<file path="src/rtl/pipelined_array_mult.sv">
// Pipelined AND-array multiplier summing ROWS_PER_STAGE partial-product rows per stage under one global stall enable.
// Define PIPELINED_ARRAY_MULT_SIGNED_EN to build the Baugh-Wooley signed mode selected per transaction by sgn.
module pipelined_array_mult #(
  parameter int WIDTH          = 8,
  parameter int ROWS_PER_STAGE = 2
) (
  input  logic                 clk,
  input  logic                 rst_n,
  input  logic                 in_valid,
  output logic                 in_ready,
  input  logic [WIDTH-1:0]     a,
  input  logic [WIDTH-1:0]     b,
  input  logic                 sgn,
  output logic                 out_valid,
  input  logic                 out_ready,
  output logic [2*WIDTH-1:0]   p
);
  localparam int LAT = WIDTH / ROWS_PER_STAGE;
  localparam int PW  = 2 * WIDTH;

  logic              en;
  logic [LAT:0]      valid_q;
  logic [PW-1:0]     sum_q [0:LAT];
  logic [PW-1:0]     sum_d [1:LAT];
  logic [WIDTH-1:0]  opA_q [0:LAT-1];
  logic [WIDTH-1:0]  opB_q [0:LAT-1];
  logic [PW-1:0]     initSum;

`ifdef PIPELINED_ARRAY_MULT_SIGNED_EN
  // Inverting the sign-bearing partial products leaves a fixed offset of +2^WIDTH and +2^(PW-1).
  localparam logic [PW-1:0] BW_CONST = (PW'(1) << (PW - 1)) | (PW'(1) << WIDTH);

  logic [LAT-1:0] sgn_q;

  function automatic logic [WIDTH-1:0] bwMask(input int row);
    logic [WIDTH-1:0] msb;
    msb = WIDTH'(1) << (WIDTH - 1);
    return (row == WIDTH - 1) ? ~msb : msb;
  endfunction

  assign initSum = sgn ? BW_CONST : '0;
`else
  logic unusedSgn;
  assign unusedSgn = sgn;
  assign initSum   = '0;
`endif

  assign en        = !valid_q[LAT] || out_ready;
  assign in_ready  = en;
  assign out_valid = valid_q[LAT];
  assign p         = sum_q[LAT];

  always_comb begin
    int row;
    row = 0;
    for (int s = 1; s <= LAT; s++) begin
      sum_d[s] = sum_q[s-1];
      for (int r = 0; r < ROWS_PER_STAGE; r++) begin
        row = (s - 1) * ROWS_PER_STAGE + r;
`ifdef PIPELINED_ARRAY_MULT_SIGNED_EN
        sum_d[s] = sum_d[s] + (PW'((opA_q[s-1] & {WIDTH{opB_q[s-1][row]}})
                                   ^ (sgn_q[s-1] ? bwMask(row) : '0)) << row);
`else
        sum_d[s] = sum_d[s] + (PW'(opA_q[s-1] & {WIDTH{opB_q[s-1][row]}}) << row);
`endif
      end
    end
  end

  // Payload registers only load behind a valid bit, so p keeps its last product across bubbles.
  always_ff @(posedge clk or negedge rst_n) begin
    if (!rst_n) begin
      valid_q <= '0;
      for (int s = 0; s <= LAT; s++) begin
        sum_q[s] <= '0;
      end
      for (int s = 0; s < LAT; s++) begin
        opA_q[s] <= '0;
        opB_q[s] <= '0;
      end
`ifdef PIPELINED_ARRAY_MULT_SIGNED_EN
      sgn_q <= '0;
`endif
    end else if (en) begin
      valid_q <= {valid_q[LAT-1:0], in_valid};
      if (in_valid) begin
        opA_q[0] <= a;
        opB_q[0] <= b;
        sum_q[0] <= initSum;
`ifdef PIPELINED_ARRAY_MULT_SIGNED_EN
        sgn_q[0] <= sgn;
`endif
      end
      for (int s = 1; s < LAT; s++) begin
        if (valid_q[s-1]) begin
          opA_q[s] <= opA_q[s-1];
          opB_q[s] <= opB_q[s-1];
`ifdef PIPELINED_ARRAY_MULT_SIGNED_EN
          sgn_q[s] <= sgn_q[s-1];
`endif
        end
      end
      for (int s = 1; s <= LAT; s++) begin
        if (valid_q[s-1]) begin
          sum_q[s] <= sum_d[s];
        end
      end
    end
  end

endmodule

</file>
<file path="config.mk">
export PLATFORM = sky130hd
export DESIGN_NAME = pipelined_array_mult
export DESIGN_NICKNAME = d
export VERILOG_FILES = /design/src/rtl/pipelined_array_mult.sv
export SDC_FILE = /design/constraint.sdc
export NUM_CORES = 1
export LEC_CHECK = 0
export CAP_MARGIN = 10
export CORE_ASPECT_RATIO = 0.75
export CORE_MARGIN = 5
export CORE_UTILIZATION = 50
export DETAILED_ROUTE_END_ITERATION = 12
export PLACE_DENSITY = 0.69
export SKIP_CTS_REPAIR_TIMING = 1
export SLEW_MARGIN = 20
export SYNTH_ARGS = -nofsm -noshare
export SYNTH_HDL_FRONTEND = slang
export SYNTH_SLANG_ARGS = --single-unit
</file>
<file path="constraint.sdc">
create_clock -name clk -period 2.9 [get_ports clk]
set_input_delay 0.435 -clock clk [delete_from_list [all_inputs] [get_ports clk]]
set_output_delay 0.435 -clock clk [all_outputs]
set_load 0.005 [all_outputs]
</file>
==> flow_summary.json <==
{
  "setup_ws_ns": 0.1656,
  "synth-edff-count": 0,
  "drive_gt1_frac": 0.1872,
  "vias": 3802,
  "diodes": 0,
  "post_synth_num_cell_types": 39,
  "setup_tns_ns": 0,
  "finalCritPeriodShare": 0.9429,
  "grt_use_total": 0.1597,
  "maxSlewHeadroom": 0.5951,
  "critPathMaxFanout": 9,
  "cts_tree": "yes",
  "die_area_mm2": 0.01472,
  "die_x_um": 138.5,
  "cp-end-kind": "flop",
  "synthesis.area_mm2": 0.006188,
  "synth_top_family_by_area": "adder cells",
  "grt_pass1_wl_mm": 19.45,
  "io_buffer_count": 37,
  "start_util": 0.5065,
  "fin_nets": 636,
  "wire_per_inst_um": 15.15,
  "dr.pass1.iters": 4,
  "ant_nets": 0,
  "crit_type": "reg -> reg",
  "clock_sink_count": 109,
  "grt_pass1_vias": 3980,
  "ys_seq_area_frac": 0.4408,
  "clock-root-buffer": "clkbuf_16",
  "clkTransAtPathRegs_ns": 0.08,
  "synth_seq_cells": 109,
  "drc_errors": 0,
  "hp-class": "in -> async",
  "dp_slack_ns": 0.02779,
  "synth.net_count": 613,
  "cp-start-kind": "flop",
  "io_pins": 39,
  "hold_violations": 0,
  "grt_max_degree": 63,
  "h-tree-depth": 3,
  "synth_cells": 533,
  "drtIter0Drc": 151,
  "async_flop_share": 1.000,
  "synth_fa_ha_area_frac": 0.1496,
  "row_count": 35,
  "synth_compound_area_frac": 0.09402,
  "gp_congestion": 0.8570,
  "cts_buffers": 9,
  "synthFlopType": "dfrtp_1",
  "yosys_warnings": 0,
  "synthXorXnorAreaFrac": 0.02689,
  "tightest_slew_ns": 0.6073,
  "core_area_mm2": 0.01222,
  "finalInstanceArea_mm2": 0.006929,
  "syn2layout_area_growth_pct": 11.97,
  "yosys.area_share.simple": 0.1106,
  "min_period_ns": 2.734,
  "cts_max_path_buffers": 2,
  "viasPerCell": 5.230,
  "slew_viol_final": 0,
  "die_h_um": 106.3,
  "cap_viol_max_count": 0,
  "postPlaceCellArea_mm2": 0.006616,
  "place_hpwl_mm": 8.148,
  "setup_violations": 0,
  "synth_mux_area_frac": 0.1345,
  "fmax_mhz": 365.7,
  "r2r_cells": 10,
  "overflow": 0,
  "synth.avg_cell_area_um2": 11.61,
  "status": "finished, final reports clean",
  "antenna_found_initial": 0,
  "cp.arrival_ns": 2.95,
  "worstSkewPairLatency_ns": 0.35,
  "skew_ns": 0.01210,
  "wl_mm": 11.02,
  "critPathRequiredTime_ns": 3.12
}
-- cells in the final DEF (no fill, tap or decap), drive strengths merged, types with 2 or more instances in the layout --
master,netlist,layout
mux2,73,73
clkbuf,2,9
buf,27,5
o21bai,2,2
clkinv,0,3
o31ai,4,4
ha,34,34
nand2b,9,9
o211ai,5,5
fa,25,25
nor2b,2,2
a21oi,24,24
nor2,11,11
a21o,6,6
clkdlybuf4s50,0,36
a211o,2,2
xor2,17,17
xnor2,2,2
o21a,3,3
and2,57,57
dfrtp,109,109
a31oi,3,3
nand2,50,50
inv,18,22
a211oi,8,8
o21ai,35,35
-- cell usage after synthesis (9+ instances only) --
cell type,number,area [um2]
fa_1,25,500.5
o21ai_0,33,165.2
dfrtp_1,109,2728
ha_1,34,425.4
nand2_1,47,176.4
inv_1,17,63.81
xor2_1,17,148.9
a21oi_1,23,115.1
buf_4,19,142.6
nand2b_1,9,56.30
and2_1,57,356.6
mux2_2,73,822.0
nor2_1,11,41.29
-- flip-flops by register name, summed over array words and instances (netlist names) --
register and cells:
sum_q 36, opA_q 32, opB_q 20, p 16, valid_q 5
-- worst max-delay path, stage by stage, from the launching register on --
cell and delay, ns:
dfrtp_2 0.45, nand2_1 0.09, fa_1 0.48, inv_1 0.04, ha_1 0.23, fa_1 0.43
a21o_1 0.21, a31oi_2 0.25, nand2b_1 0.11, a211oi_2 0.23, o31ai_1 0.08
-- area by class of cell --
class / count / area [um2]
fill: 1016 / 5289
sequential: 109 / 2729
clock inverter: 7 / 75.07
clock buffer: 9 / 225.2
tap: 166 / 207.7
multi-input combinational: 377 / 3202
timing repair buffer: 41 / 422.9
inverter: 18 / 67.56
-- routing by layer --
| metal | part of all wire | vias up | wire length, um | global-route usage |
|---|---|---|---|---|
| li1 | - | 1870 | - | - |
| met1 | 0.50 | 1884 | 5475 | 0.2269 |
| met2 | 0.47 | 36 | 5174 | 0.2542 |
| met3 | 0.023 | 12 | 258 | 0.03237 |
| met4 | 0.0098 | 0 | 108 | 0.03808 |
| met5 | 0 | - | 0 | 0 |
-- logic make-up after synthesis --
logic type | Yosys count
multiplexers | 74
adder cells (fa/ha/maj) | 59
AO/OA/AOI/OAI | 95
AND/OR/NAND/NOR | 130
flip-flops | 109
XOR/XNOR | 19
buffers and inverters | 47
-- per-stage QoR --
step,hold WS [ns],util,cells
6_report,0.08575,0.5671,727
5_1_grt,0.1372,0.5671,727
4_1_cts,0.09979,0.5661,727
3_5_place_dp,0.4690,0.5415,711
3_3_place_gp,0.4656,0.5415,711
2_1_floorplan,0.1394,-,533
-- path summary, 6_finish.rpt --
kind	startpoint	end	slack [ns]
setup reg to reg	opB_q[13]$_DFFE_PN0P_	sum_q[27]$_DFFE_PN0P_	0.17
min in group clk	p[12]$_DFFE_PN0P_	p[12]$_DFFE_PN0P_	0.48
max in group asynchronous	rst_n	opB_q[13]$_DFFE_PN0P_	2.07
hold reg to reg	p[12]$_DFFE_PN0P_	p[12]$_DFFE_PN0P_	0.48
setup / recovery	opB_q[13]$_DFFE_PN0P_	sum_q[27]$_DFFE_PN0P_	0.17
hold / removal	rst_n	p[2]$_DFFE_PN0P_	0.09
Power is not shown: default switching activity piles up to over one toggle a cycle in this logic, so the estimate is an artifact.
